===== config.mk =====
export PLATFORM = sky130hd
export DESIGN_NAME = spi_read_buffer
export DESIGN_NICKNAME = d
export VERILOG_FILES = /design/src/rtl/spi_read_buffer.sv
export SDC_FILE = /design/constraint.sdc
export NUM_CORES = 1
export LEC_CHECK = 0
export CAP_MARGIN = 20
export CORE_UTILIZATION = 40
export DETAILED_ROUTE_END_ITERATION = 6
export HOLD_SLACK_MARGIN = 0.1
export SETUP_SLACK_MARGIN = 0.1
export SLEW_MARGIN = 5
export SYNTH_ARGS = -nofsm -noshare
export SYNTH_HDL_FRONTEND = slang
export SYNTH_SLANG_ARGS = --single-unit

===== constraint.sdc =====
create_clock -name clk -period 43.5 [get_ports clk]
set_input_delay 6.525 -clock clk [delete_from_list [all_inputs] [get_ports clk]]
set_output_delay 6.525 -clock clk [all_outputs]
set_load 0.01 [all_outputs]

===== src/rtl/spi_read_buffer.sv =====
// spi_read_buffer: burst word FIFO between the upstream read stream and the SPI loader, with last tagging and length check
module spi_read_buffer #(
    parameter int DATA_W = 32,
    parameter int DEPTH  = 16,
    parameter int CNT_W  = 32
) (
    input  logic                     clk,
    input  logic                     rst,
    input  logic                     start,
    input  logic [CNT_W-1:0]         word_count,
    input  logic [DATA_W-1:0]        s_tdata,
    input  logic                     s_tvalid,
    input  logic                     s_tlast,
    output logic                     s_tready,
    output logic [DATA_W-1:0]        spi_data,
    output logic                     r_valid,
    output logic                     r_last,
    input  logic                     rb_ready,
    output logic                     busy,
    output logic                     done,
    output logic                     len_err,
    output logic [$clog2(DEPTH):0]   level
);
    localparam int AW = $clog2(DEPTH);
    typedef enum logic [1:0] {IDLE, FILL, DRAIN, DONE} state_t;
    state_t state_q, state_d;
    logic [AW:0] wr_ptr_q, rd_ptr_q;
    logic [CNT_W-1:0] wr_rem_q, wr_rem_d;
    logic len_err_q, len_err_d;
    logic [DATA_W:0] mem_q [DEPTH];
    logic [DATA_W:0] head;
    logic full, empty, wr_en, rd_en, last_wr, accept;
    assign full    = (wr_ptr_q[AW] != rd_ptr_q[AW]) && (wr_ptr_q[AW-1:0] == rd_ptr_q[AW-1:0]);
    assign empty   = wr_ptr_q == rd_ptr_q;
    assign head    = mem_q[rd_ptr_q[AW-1:0]];
    assign last_wr = wr_rem_q == CNT_W'(1);
    assign accept  = (state_q == IDLE) && start;
    assign wr_en   = s_tvalid && s_tready;
    assign rd_en   = r_valid && rb_ready;
    always_ff @(posedge clk or posedge rst) begin
        if (rst) state_q <= IDLE;
        else state_q <= state_d;
    end
    always_comb begin
        state_d = state_q;
        unique case (state_q)
            IDLE:  if (start) state_d = (word_count == '0) ? DONE : FILL;
            FILL:  if (wr_en && last_wr) state_d = DRAIN;
            DRAIN: if (rd_en && head[DATA_W]) state_d = DONE;
            DONE:  state_d = IDLE;
        endcase
    end
    always_comb begin
        s_tready = (state_q == FILL) && !full && (wr_rem_q != '0);
        busy     = (state_q == FILL) || (state_q == DRAIN);
        done     = state_q == DONE;
    end
    assign wr_rem_d  = accept ? word_count : wr_en ? wr_rem_q - CNT_W'(1) : wr_rem_q;
    assign len_err_d = accept ? 1'b0 : (wr_en && (s_tlast != last_wr)) ? 1'b1 : len_err_q;
    // The last flag comes from the programmed count; upstream tlast is only used for the length check
    always_ff @(posedge clk or posedge rst) begin
        if (rst) begin
            wr_ptr_q  <= '0;
            rd_ptr_q  <= '0;
            wr_rem_q  <= '0;
            len_err_q <= 1'b0;
            for (int i = 0; i < DEPTH; i++) mem_q[i] <= '0;
        end else begin
            wr_rem_q  <= wr_rem_d;
            len_err_q <= len_err_d;
            if (wr_en) begin
                mem_q[wr_ptr_q[AW-1:0]] <= {last_wr, s_tdata};
                wr_ptr_q <= wr_ptr_q + 1'b1;
            end
            if (rd_en) rd_ptr_q <= rd_ptr_q + 1'b1;
        end
    end
    assign r_valid  = !empty;
    assign r_last   = !empty && head[DATA_W];
    assign spi_data = head[DATA_W-1:0];
    assign len_err  = len_err_q;
    assign level    = wr_ptr_q - rd_ptr_q;
endmodule


# Yosys cells after proc, flatten, opt, wreduce, memory -nomap -nowiden
# Index checks and enable logic that the tools add are counted.
[totals]
regBits = 573
in_bits = 70
out_inout_bits = 43
wordCells = 76
[op_classes]
n_addsub = 4
n_lt_le_gt_ge = 3
n_eq_ne = 11
mux = 15
bitwise = 2
reduce_logical = 20
[op_table]
columns = ["cell", "count"]
rows = [
  ["528-bit bitwise mux", 1],
  ["33-bit binary-select mux with 4-bit select", 1],
  ["33-bit demux with 4-bit select", 1],
  ["33-bit 2-to-1 mux", 3],
  ["32-bit 2-to-1 mux", 2],
  ["32-bit by 1-bit equality test with 1-bit output, second input constant", 1],
  ["32-bit logical NOT", 1],
  ["32-bit nonzero test", 1],
  ["32-bit by 1-bit subtractor with 32-bit output, second input constant", 1],
  ["1-bit logical AND", 11],
  ["5-bit by 1-bit adder with 5-bit output, second input constant", 2],
  ["5-bit >= comparator, second input constant", 2],
  ["4-bit inverter with 5-bit output", 2],
  ["2-bit 2-to-1 mux", 4],
  ["2-bit one-hot mux with 4 select lines", 1],
  ["2-bit != test, second input constant", 3],
  ["5-bit equality test", 1],
  ["5-bit by 1-bit less-than comparator with 1-bit output, second input constant", 1],
  ["5-bit subtractor", 1],
  ["2-bit equality test, second input constant", 2],
  ["4-bit equality test", 1],
  ["2-bit nonzero test", 2],
  ["3-bit AND reduction", 1],
  ["2-bit by 1-bit equality test with 1-bit output, second input constant", 1],
  ["5 further kinds", 8],
]

# Depth between registers and ports, before layout
# Gate-level depths: netlist of run 1.
[logic_depth]
depth_word = 9
ltp_mapped = 12
mapped_depth_nobuf = 8

# Worst setup path after synthesis of run 1
# OpenSTA, ideal clock, no wires.
[synth_path]
path_type = "reg2out"
startpoint = "register rd_ptr_q[0]"
endpoint = "output spi_data[0]"
arrival_ns = 2.570
t_required_ns = 36.975
path_slack_ns = 34.405
path_stages_with_launch = 6
path_buffers = 3
cell_sequence = "dfrtp_1 -> clkbuf_1 -> clkbuf_1 -> buf_1 -> mux4_2 -> mux4_2"
[synth_between]
elab_chain_cells = 4
[synth_rtl]
columns = ["element", "line_no", "rtl"]
rows = [
  ["start: declaration", "27", "logic [AW:0] wr_ptr_q, rd_ptr_q;"],
  ["start signal: assignment", "75", "if (rd_en) rd_ptr_q <= rd_ptr_q + 1'b1;"],
  ["4-bit inverter with 5-bit output (implied by the code)", "35", "assign head = mem_q[rd_ptr_q[AW-1:0]];"],
  ["33-bit binary-select mux with 4-bit select", "35", ""],
  ["33-bit 2-to-1 mux (implied by the code) (2 in series)", "35", ""],
  ["end: declaration", "15", "output logic [DATA_W-1:0] spi_data,"],
]
# No other way between the ends. The select of a mux whose other input is x is not followed.

# Final worst setup path of run 1
[layout_path]
startpoint = "register rd_ptr_q[0]"
endpoint = "output spi_data[31]"
# Same word-level chain as after synthesis.

==> results of run 1 <==
## cell families (layout without fill, tap and decap cells)
family / count (synthesis) / count (layout) / synth area share
compound gates: 92 / 92 / 0.0206
xor+xnor: 41 / 41 / 0.0129
other cells: 0 / 1 / 0
mux: 691 / 691 / 0.376
buf+inv: 171 / 289 / 0.0312
fa+ha+maj: 18 / 18 / 0.00838
flops: 573 / 573 / 0.516
simple gates: 158 / 158 / 0.0346
## metal layers
metal  track usage  part of all wire
met4        0.0451             0.021
met2         0.311              0.48
met5             0           0.00027
met3        0.0278             0.031
met1         0.273              0.47
## where the power goes
group	leakage, nW	internal, mW	switching (mW)
Combinational	5.55	0.466	0.315
Sequential	7.50	0.729	0.117
Clock	1.09	0.343	0.218
Total	14.1	1.54	0.650
## worst max-delay path by stage
stage,start,endpoint,depth (start not counted)
2_1_floorplan,rst,len_err$_DFFE_PP0P_,1
3_3_place_gp,rd_ptr_q[0]$_DFFE_PP0N_,spi_data[31],5
3_5_place_dp,rd_ptr_q[0]$_DFFE_PP0N_,spi_data[31],5
4_1_cts,rd_ptr_q[0]$_DFFE_PP0N_,spi_data[31],5
5_1_grt,rd_ptr_q[0]$_DFFE_PP0N_,spi_data[31],5
6_report,rd_ptr_q[0]$_DFFE_PP0N_,spi_data[31],5
## worst max-delay path, stage by stage, from the launching register on
cell	delay [ns]
dfrtp_4	0.63
buf_4	0.65
buf_4	0.75
mux4_2	0.60
mux4_2	0.54
clkdlybuf4s50_1	0.52
## layout make-up
type / count / area [um2] / area share
Sequential cell: 573 / 14300 / 0.450
Multi-Input combinational cell: 1000 / 12600 / 0.396
Inverter: 29 / 116 / 0.00365
Clock inverter: 26 / 372 / 0.0116
Antenna cell: 1 / 2.50 / 0.0000784
Timing Repair Buffer: 149 / 1460 / 0.0458
Clock buffer: 85 / 1820 / 0.0570
Tap cell: 931 / 1160 / 0.0365
## sequential cells by signal (all words and copies together) (netlist names)
signal / flops
rd_ptr_q: 5
wr_rem_q: 32
len_err: 1
wr_ptr_q: 5
state_q: 2
mem_q: 528
## per-stage QoR
step / hold slack, ns / power (mW) / instances / cell area (um2)
3_5_place_dp: 0.475 / 1.65 / 2678 / 29600
6_report: 0.483 / 2.19 / 2794 / 31900
4_1_cts: 0.489 / 2.22 / 2789 / 31800
5_1_grt: 0.509 / 2.31 / 2794 / 31900
3_3_place_gp: 0.458 / 1.62 / 2678 / 29600
2_1_floorplan: 0.445 / 1.40 / 1744 / 27800
## synthesized netlist by cell type, types with 3 or more instances
library cell / n / area (um2)
a21oi_1: 46 / 230
a31oi_1: 5 / 31.3
and2_1: 3 / 18.8
buf_1: 14 / 52.6
buf_2: 26 / 130
buf_6: 24 / 270
clkbuf_1: 77 / 289
dfrtp_1: 573 / 14300
ha_1: 17 / 213
inv_1: 28 / 105
mux2_2: 283 / 3190
mux2_4: 232 / 3480
mux2i_1: 15 / 150
mux4_2: 161 / 3630
nand2_1: 23 / 86.3
nand2b_1: 4 / 25.0
nand3_1: 8 / 40.0
nand4_1: 12 / 75.1
nor2_1: 40 / 150
nor3_1: 17 / 85.1
nor3_4: 9 / 146
nor4_1: 14 / 87.6
o211ai_2: 4 / 50.1
o21ai_0: 16 / 80.1
o31ai_1: 3 / 22.5
or3_1: 7 / 43.8
or4_1: 6 / 45.0
xnor2_1: 21 / 184
xor2_1: 20 / 175
==> results.ini, run 1 <==
[outcome]
status = finished, final reports clean

[place]
gp_congestion = 0.782
hpwl_um = 35700
io_buffers = 112
dp_slack_ns = 33.14

[flow_run]
maxCapViolCount = 0

[hold_path]
min_to = mem_q[461]$_DFFE_PP0P_
min-delay-path-class = flip-flop to flip-flop
worst_hold_startpoint = mem_q[461]$_DFFE_PP0P_
holdPathStages = 2

[clocking]
htree_levels = 2
clk_path_buf_depth = 3
cts_tree = yes
path_clk_slew_ns = 0.06
cts_hold_buf = 0
root_buffer = clkbuf_16
worstSkewPairLatency_ns = 0.63
cts_inserted_buffers = 60
cts_resized = 0
post-cts-setup-buffers = 0
cts_sinks = 573

[die]
dieArea_mm2 = 0.0705
die_x_um = 266
core-area_mm2 = 0.0687
rows = 96
start_util = 0.404
die_y_um = 266
io_pins = 113

[timing]
setup_violations = 0
hold_violations = 0
rsz0062_at_grt = no
fmax_mhz = 91.8
fin_ws_ns = 32.61
tightest_slew_ns = 1.09
skew_ns = 0.0217
min_period_ns = 10.89
slew_viol_final = 0
fin_setup_tns_ns = 0
slew_headroom = 0.272
finalCritPeriodShare = 0.250

[worst_setup_path]
regToRegSetupSlack_ns = 39.49
crit_fanout = 39
end_kind = output pin
crit_type = flip-flop to output pin
r2r-end = mem_q[326]$_DFFE_PP0P_
required_ns = 36.97
r2r-start = rd_ptr_q[2]$_DFFE_PP0N_
cp.arrival_ns = 4.37
r2r_cells = 8
cp-start-kind = flip-flop

[synthesis]
syn_area_per_cell_um2 = 15.9
synthesis.area_mm2 = 0.0278
synth_edf_count = 0
ys_seq_area_frac = 0.516
ys_warn_count = 0
ys_seq_elements = 573
syn_nets = 1832
ys_types = 58
synth_flop_cell = dfrtp_1
synthArstFlopShare = 1.00
synthCells = 1744

[drt]
firstDrtPassIters = 5
drt-total-wl_um = 65800
drtAntennaViolNets = 0
wl_per_cell_um = 23.6
via_count = 15193
viasPerCell = 5.44
first_iter_violations = 937
drcViolationCount = 0

[global_route]
grt.total_usage = 0.192
grt_pass1_wl_um = 103000
overflow = 0
grt_max_degree = 167
grt_pass1_vias = 16444
antenna_found_initial = 3

[finish]
final_nets = 1901
final_common_cell = dfrtp_1
most-common-layout-cells = dfrtp_1 (570), mux2_2 (283), mux2_4 (232)
area_growth_pct = 14.9
final_util = 0.464
fillers = 5981
final_layout_size_suffix_gt1_frac = 0.456

[pwr]
powerDensity_mw_per_mm2 = 68.6
max-vdd-ir-drop_mv = 0.0377
leakage_nw = 14.1

Power figures use the tool's default switching activity.
==> inputs of run 2 (changes only) <==
- clock period: 43.5 -> 9.05 ns (I/O delays scaled with it)
==> run 2 against run 1 <==
Against the previous run:
- sequential cell count is the same
- total power grew to 4.9 times the previous value
- utilization grew 0.22 points
- clock power grew to 5.1 times the previous value
- register-to-register slack lost 35 ns
- critical endpoint is now s_tready
- worst hold slack lost 0.00084 ns
- cell area grew 0.47%
- via count grew 0.98%
- global-route usage grew 0.36 points
==> results.ini, run 2 (same netlist as run 1, synthesis figures left out) <==
[flow_run]
maxCapViolCount = 0

[die]
dieArea_mm2 = 0.0705
rows = 96
core-area_mm2 = 0.0687
die_y_um = 266
io_pins = 113
start_util = 0.404
die_x_um = 266

[timing]
skew_ns = 0.0212
min_period_ns = 5.78
tightest_slew_ns = 1.05
hold_violations = 0
slew_headroom = 0.294
fin_setup_tns_ns = 0
setup_violations = 0
slew_viol_final = 0
fmax_mhz = 173
rsz0062_at_grt = no
fin_ws_ns = 3.27
finalCritPeriodShare = 0.638

[worst_setup_path]
required_ns = 7.69
cp-start-kind = flip-flop
cp.arrival_ns = 4.42
crit_type = flip-flop to output pin
r2r_cells = 9
end_kind = output pin
crit_fanout = 33

[global_route]
grt_max_degree = 189
grt.total_usage = 0.195
antenna_found_initial = 1
grt_pass1_wl_um = 105000
grt_pass1_vias = 16647
overflow = 0

[clocking]
cts_inserted_buffers = 66
cts_resized = 0
cts_sinks = 573
clk_path_buf_depth = 3
path_clk_slew_ns = 0.06
worstSkewPairLatency_ns = 0.59
cts_hold_buf = 0
post-cts-setup-buffers = 0
htree_levels = 3
root_buffer = clkbuf_16
cts_tree = yes

[pwr]
netSwitchingFraction = 0.297
leakage_nw = 14.2
p_comb_frac = 0.348
max-vdd-ir-drop_mv = 0.173
p_seq_frac = 0.383
p_int_mw = 7.53
p_total_mw = 10.7
powerDensity_mw_per_mm2 = 334
p_clk_frac = 0.269
switchingPower_mw = 3.18

[hold_path]
min-delay-path-class = flip-flop to flip-flop
holdPathStages = 2

[finish]
area_growth_pct = 15.4
final_layout_size_suffix_gt1_frac = 0.454
reg_top3 = mem_q x528, wr_rem_q x32
top_register = mem_q
antenna_cells = 0
final_common_cell = dfrtp_1
most-common-layout-cells = dfrtp_1 (570), mux2_2 (283), mux2_4 (232)
largest_reg_flops = 528
final_nets = 1907

[drt]
viasPerCell = 5.48
drtAntennaViolNets = 0
met1_length_um = 31200
drt-total-wl_um = 67000
first_iter_violations = 1015
wl_per_cell_um = 23.9
route.met2.wl_um = 32300
via_count = 15342
firstDrtPassIters = 5
dr.max_layer_used = met5
wl_met3_um = 2350
drcViolationCount = 0

[place]
gp_congestion = 0.734
hpwl_um = 36200
dp_slack_ns = 3.77
io_buffers = 112

[outcome]
status = finished, final reports clean

[run 2: cell types whose count changed in the layout (fill, tap and decap cells not counted), sizes merged]
cell | previous run | this run
diode | 1 | 0
clkinvlp | 2 | 1
clkinv | 15 | 9
inv | 29 | 32
clkbuf | 85 | 96
[run 2: critical path, cell delays in order, from the launching register on]
cell	delay, ns
dfrtp_1	0.56
inv_2	0.11
buf_4	0.76
ha_1	0.44
nand4_1	0.17
o21a_1	0.65
o21ai_4	0.40
inv_1	0.14
clkdlybuf4s50_1	0.58
[run 2: through the flow]
stage	cell area, um2	cells	hold slack, ns	util
final	32100	2800	0.482	0.467
after global routing	32100	2800	0.511	0.467
after CTS	32000	2798	0.489	0.466
after detailed placement	29700	2680	0.475	0.432
after global placement	29700	2680	0.470	0.432
after floorplan	27800	1744	0.445	-
[run 2: final timing paths]
kind	from	endpoint	slack [ns]
max	rd_ptr_q[2]$_DFFE_PP0N_	s_tready	3.27
min	len_err$_DFFE_PP0P_	len_err$_DFFE_PP0P_	0.48
max reg2reg	rd_ptr_q[2]$_DFFE_PP0N_	mem_q[261]$_DFFE_PP0P_	4.37
min reg2reg	len_err$_DFFE_PP0P_	len_err$_DFFE_PP0P_	0.48
max in group asynchronous	rst	mem_q[46]$_DFFE_PP0P_	5.71
min in group asynchronous	rst	mem_q[399]$_DFFE_PP0P_	1.15
[run 2: power groups by stage]
stage                     Clock, mW  Sequential [mW]  Combinational (mW)
after global routing           3.06             4.23                4.01
final                          2.88             4.10                3.73
after detailed placement          0             4.18                3.73
after CTS                      2.95             4.15                3.74
after floorplan                   0             3.90                2.84
after global placement            0             4.15                3.65
[run 2: metal layers]
| metal | track usage | up-vias |
|---|---|---|
| met5 | 0 | - |
| met4 | 0.0494 | 2 |
| met3 | 0.0296 | 81 |
| met2 | 0.313 | 231 |
| met1 | 0.278 | 8399 |
| li1 | - | 6629 |
[run 2: final cells by class]
class,count,area [um2]
clock buffers,96,1980
clock inverters,22,373
fillers,5946,36600
inverters,29,113
multi-input cells,1000,12600
flip-flops and latches,573,14300
well taps,931,1160
repair buffers,149,1460
